[config.mk]
export PLATFORM = sky130hd
export DESIGN_NAME = demux_scan_driver
export DESIGN_NICKNAME = d
export VERILOG_FILES = /design/src/rtl/demux_scan_pkg.sv /design/src/rtl/demux_scan_driver.sv
export SDC_FILE = /design/constraint.sdc
export NUM_CORES = 1
export LEC_CHECK = 0
export ABC_CLOCK_PERIOD_IN_PS = 2100
export CAP_MARGIN = 20
export CORE_MARGIN = 1
export CORE_UTILIZATION = 45
export DETAILED_ROUTE_END_ITERATION = 8
export GPL_ROUTABILITY_DRIVEN = 1
export PLACE_DENSITY = 0.72
export SETUP_SLACK_MARGIN = 0.3
export SLEW_MARGIN = 10
export SYNTH_ARGS = -nofsm -noshare
export SYNTH_HDL_FRONTEND = slang
export SYNTH_SLANG_ARGS = --single-unit
[constraint.sdc]
create_clock -name clk -period 2.1 [get_ports clk]
set_clock_uncertainty 0.05 [all_clocks]
set_input_delay 0.42 -clock clk [delete_from_list [all_inputs] [get_ports clk]]
set_output_delay 0.42 -clock clk [all_outputs]
set_load 0.02 [all_outputs]
[src/rtl/demux_scan_pkg.sv]
// Shared definitions for the demux scan driver: FSM state encoding and
// default geometry of the 1-to-8 demultiplexer it feeds.
package demux_scan_pkg;

    localparam int DEMUX_SEL_W = 3;
    localparam int DEMUX_SLOTS = 8;

    typedef enum logic [1:0] {
        IDLE  = 2'd0,
        DRIVE = 2'd1,
        GUARD = 2'd2
    } scan_state_e;

endpackage

[src/rtl/demux_scan_driver.sv]
// Scan driver for a combinational 1-to-N demultiplexer.
// Accepts one parallel word per valid/ready handshake, then steps `sel`
// through slots 0..SLOTS-1 in ascending order, presenting word bit k on
// `in` while `sel` == k, each slot lasting HOLD clock cycles (HOLD: 1..255).
// Optional feature macro: DEMUX_SCAN_GUARD_EN -- when defined, a one-cycle
// GUARD gap with in=0 is inserted before every slot change so that `sel`
// never moves while `in` is high.
module demux_scan_driver
    import demux_scan_pkg::*;
#(
    parameter int SEL_W = DEMUX_SEL_W,
    parameter int HOLD  = 1
) (
    input  logic                    clk,
    input  logic                    rst,
    input  logic                    word_valid,
    output logic                    word_ready,
    input  logic [(1<<SEL_W)-1:0]   word_data,
    output logic                    in,
    output logic [SEL_W-1:0]        sel,
    output logic                    busy,
    output logic                    done
);

    localparam int SLOTS = 1 << SEL_W;
    localparam int HW    = $clog2(HOLD + 1);

    localparam logic [SEL_W-1:0] LAST_IDX  = SEL_W'(SLOTS - 1);
    localparam logic [SEL_W-1:0] IDX_STEP  = SEL_W'(1);
    localparam logic [HW-1:0]    HOLD_ONE  = HW'(1);
    localparam logic [HW-1:0]    HOLD_LAST = HW'(HOLD);

    scan_state_e         state_q;
    logic [SEL_W-1:0]    idx_q;
    logic [HW-1:0]       hold_q;     // cycles the current slot has been driven (1..HOLD)
    logic [SLOTS-1:0]    word_q;     // captured word; upstream data is not used after accept
    logic                in_q;
    logic [SEL_W-1:0]    sel_q;
    logic                busy_q;
    logic                done_q;
    logic                ready_q;

    logic [SEL_W-1:0]    idx_d;

    // Index of the next slot; a scan ends at LAST_IDX so this never wraps mid-word.
    assign idx_d = idx_q + IDX_STEP;

    // Scan FSM with hold and index counters; every output is a register.
    always_ff @(posedge clk or posedge rst) begin
        if (rst) begin
            state_q <= IDLE;
            idx_q   <= '0;
            hold_q  <= '0;
            word_q  <= '0;
            in_q    <= 1'b0;
            sel_q   <= '0;
            busy_q  <= 1'b0;
            done_q  <= 1'b0;
            ready_q <= 1'b0;
        end else begin
            done_q <= 1'b0;
            case (state_q)
                IDLE: begin
                    ready_q <= 1'b1;
                    busy_q  <= 1'b0;
                    in_q    <= 1'b0;
                    sel_q   <= '0;
                    // ready_q is the registered output, so the first edge
                    // after reset release can never accept a word.
                    if (word_valid && ready_q) begin
                        word_q  <= word_data;
                        state_q <= DRIVE;
                        idx_q   <= '0;
                        hold_q  <= HOLD_ONE;
                        sel_q   <= '0;
                        in_q    <= word_data[0];
                        busy_q  <= 1'b1;
                        ready_q <= 1'b0;
                    end
                end

                DRIVE: begin
                    if (hold_q != HOLD_LAST) begin
                        hold_q <= hold_q + HOLD_ONE;
                    end else if (idx_q == LAST_IDX) begin
                        // Last slot finished: one-cycle done pulse, ready again.
                        state_q <= IDLE;
                        idx_q   <= '0;
                        hold_q  <= '0;
                        done_q  <= 1'b1;
                        ready_q <= 1'b1;
                        busy_q  <= 1'b0;
                        in_q    <= 1'b0;
                        sel_q   <= '0;
                    end else begin
`ifdef DEMUX_SCAN_GUARD_EN
                        // Move sel while in is forced low; the bit follows next cycle.
                        state_q <= GUARD;
                        idx_q   <= idx_d;
                        sel_q   <= idx_d;
                        in_q    <= 1'b0;
`else
                        // Contiguous slots: sel and in change on the same edge.
                        idx_q   <= idx_d;
                        sel_q   <= idx_d;
                        in_q    <= word_q[idx_d];
                        hold_q  <= HOLD_ONE;
`endif
                    end
                end

`ifdef DEMUX_SCAN_GUARD_EN
                GUARD: begin
                    state_q <= DRIVE;
                    hold_q  <= HOLD_ONE;
                    in_q    <= word_q[idx_q];
                end
`endif

                default: begin
                    state_q <= IDLE;
                end
            endcase
        end
    end

    assign word_ready = ready_q;
    assign in         = in_q;
    assign sel        = sel_q;
    assign busy       = busy_q;
    assign done       = done_q;

endmodule

==> impl_metrics.ini <==
[route]
totalWireLength_mm = 1.62
drc = 0
drt_iter0_drc = 24
avgViaCountPerCell = 5.35
drtPass1Iterations = 4
wire_per_inst_um = 13.3
num_vias = 653
ant_nets = 0

[setup_path]
r2r_setup_slack_ns = 0.35
cp_max_fo = 2
cpLargestDelayFamily = buffers and inverters
cpPeakStageDelay_ns = 0.61
crit_type = reg2out
cp.depth = 1
start_kind = flip-flop
reg2reg_depth = 5
crit_buf_inv = 1
crit_arrival_ns = 1.29
critPathRequiredTime_ns = 1.63
end_kind = output port
crit_chain = clkdlybuf4s50_1
crit_slowest_cell = clkdlybuf4s50_1

[logic_synthesis]
syn_nets = 88
ys_async_sr_fraction_pct = 100
synthTopCellsByArea = dfrtp_1 56%, mux2_2 11%, ha_1 4.2%
yosysTopAreaCell = dfrtp_1
yosys-top-cells-count = 20 x dfrtp_1, 9 x mux2_2, 7 x nor2_1
synth_seq_area_share_pct = 56.2
yosys.area.top_type_share_pct = 56.2
synth_xor_area_share_pct = 0
post_synth_num_cell_types = 22
ys_ff_latch = 20
synth_top_family_by_area = multiplexers
synth_top_flop_cell = dfrtp_1
synth_edf_count = 0
synth.most_common_cell = dfrtp_1
synthSimpleGateAreaFrac_pct = 7.44
synth_area_um2 = 891
synthAdderAreaFrac_pct = 4.21
synthMuxAreaShare_pct = 16.6
yosysWarningCount = 0
syn_avg_cell_area_um2 = 12.0
synth_compound_area_share_pct = 10.4
netlist_instances = 74

[grt]
overflow = 0
grt_pass1_wl_mm = 2.70
grt_pass1_vias = 632
grt_max_degree = 21
antenna_found_initial = 0
grt_util_all_layers_pct = 17.7

[clocking]
clock_latency_ns = 0.31
cts_sinks = 20
cts_tree = built
cts_hold_buf = 0
max-clock-path-buffers = 2
cts_made_buffers = 3
cts.htree.levels = 1
clk_pin_slew_ns = 0.12
cts-root-buf = clkbuf_4

[die]
io_pins = 18
num_rows = 15
die_x_um = 46.5
core_um2 = 1780
dieArea_um2 = 2160
initial_core_util_pct = 50.0
die_h_um = 46.5

[power]
leakage_nw = 0.538
power_density_nw_per_um2 = 1630
vdd_drop_max_mv = 0.731

[place]
port_buffers = 17
dp.cells = 115
dp.final_hpwl_mm = 1.09
placed_area_um2 = 1080
gp_congestion = 0.882

[sta]
drv_slew = 0
fin_hold_ws_ns = 0.360
hold_violations = 0
fin_crit_ns = 1.76
finalCritPeriodShare_pct = 83.9
fmax_ghz = 0.568
worstMarginPinSlew_ns = 0.301
setup_viol = 0
setup_tns_ns = 0
rsz0062_at_grt = false
slew_headroom_pct = 79.8

[cells_and_area]
fin_util_pct = 64.9
fin_nets = 112
area_delta_synth_final_pct = 29.9
multi_input_area_um2 = 347
final_cells = 122
num_antenna_cells = 0
seq_area_um2 = 502
fillers = 144
final_area_um2 = 1160
drive_gt1_share_pct = 23.7

[worst_hold_path]
hp-class = in2async

[outcome]
status = finished clean

[flow_run]
drv_cap = 0
==> cells by family (layout without fill, tap and decap cells) <==
| kind of cell | Yosys count | count (layout) |
|---|---|---|
| flip-flops | 20 | 20 |
| AND/OR/NAND/NOR | 16 | 16 |
| AO/OA/AOI/OAI | 15 | 15 |
| multiplexers | 12 | 12 |
| buffers and inverters | 8 | 31 |
| adder cells (fa/ha/maj) | 3 | 3 |
==> power breakdown <==
group          internal (mW)  switching, mW  leakage, nW  total, mW
clock                  0.193          0.123       0.0279      0.316
sequential             0.576          0.135        0.236      0.711
combinational          0.457          0.404        0.274      0.861
total                   1.23          0.662        0.538       1.89
==> metrics by stage <==
| step | power, mW | setup WS [ns] |
|---|---|---|
| 6_report | 1.89 | 0.339 |
| 3_3_place_gp | 1.49 | 0.336 |
| 4_1_cts | 1.82 | 0.323 |
| 5_1_grt | 2.03 | 0.285 |
| 2_1_floorplan | 1.27 | 0.508 |
| 3_5_place_dp | 1.51 | 0.326 |
==> sequential cells by signal, summed over array words and instances (netlist names) <==
register,flops
word_q,8
idx_q,3
sel,3
busy,1
done,1
hold_q,1
in,1
state_q,1
word_ready,1
==> timing repair <==
| item | CTS | global route |
|---|---|---|
| endpoints found under the setup margin | 1 | 1 |
| gates resized for setup | 1 | 2 |
| setup buffers | 0 | 3 |
==> final cells by class <==
cell class,count,share of cell area [%]
Clock buffer,3,1.95
Clock inverter,1,2.59
Inverter,5,1.62
Multi-Input combinational cell,46,29.9
Sequential cell,20,43.4
Tap cell,25,2.70
Timing Repair Buffer,22,17.8
==> worst paths after layout <==
kind | end | startpoint
min | word_q[6] | rst
min reg2reg | word_q[3] | word_q[3]
max reg2reg | in | idx_q[0]
max | busy | busy
max in group asynchronous | idx_q[0] | rst
min in group clk | word_q[3] | word_q[3]
==> cell usage in the layout, fill, tap and decap left out, drive strengths merged <==
| master | n |
|---|---|
| a311oi | 1 |
| o31ai | 1 |
| ha | 3 |
| nor2 | 7 |
| a22oi | 1 |
| a21oi | 5 |
| clkbuf | 3 |
| mux4 | 1 |
| clkdlybuf4s50 | 16 |
| mux2 | 9 |
| or3 | 1 |
| dlygate4sd2 | 1 |
| nand3 | 1 |
| and3 | 1 |
| o21ai | 4 |
| inv | 5 |
| nand2 | 6 |
| dfrtp | 20 |
| a31oi | 1 |
| mux2i | 2 |
| bufinv | 1 |
| buf | 5 |
| a31o | 2 |
==> layer usage <==
layer  track usage (%)  vias to the layer above  part of all wire [%]
met5                 0                        -                     0
met4              5.88                        0                   1.5
met3              2.35                        2                   4.1
met2              28.9                       29                    52
met1              24.1                      316                    42
li1                  -                      306                     -
(Power assumes the default switching activity.)
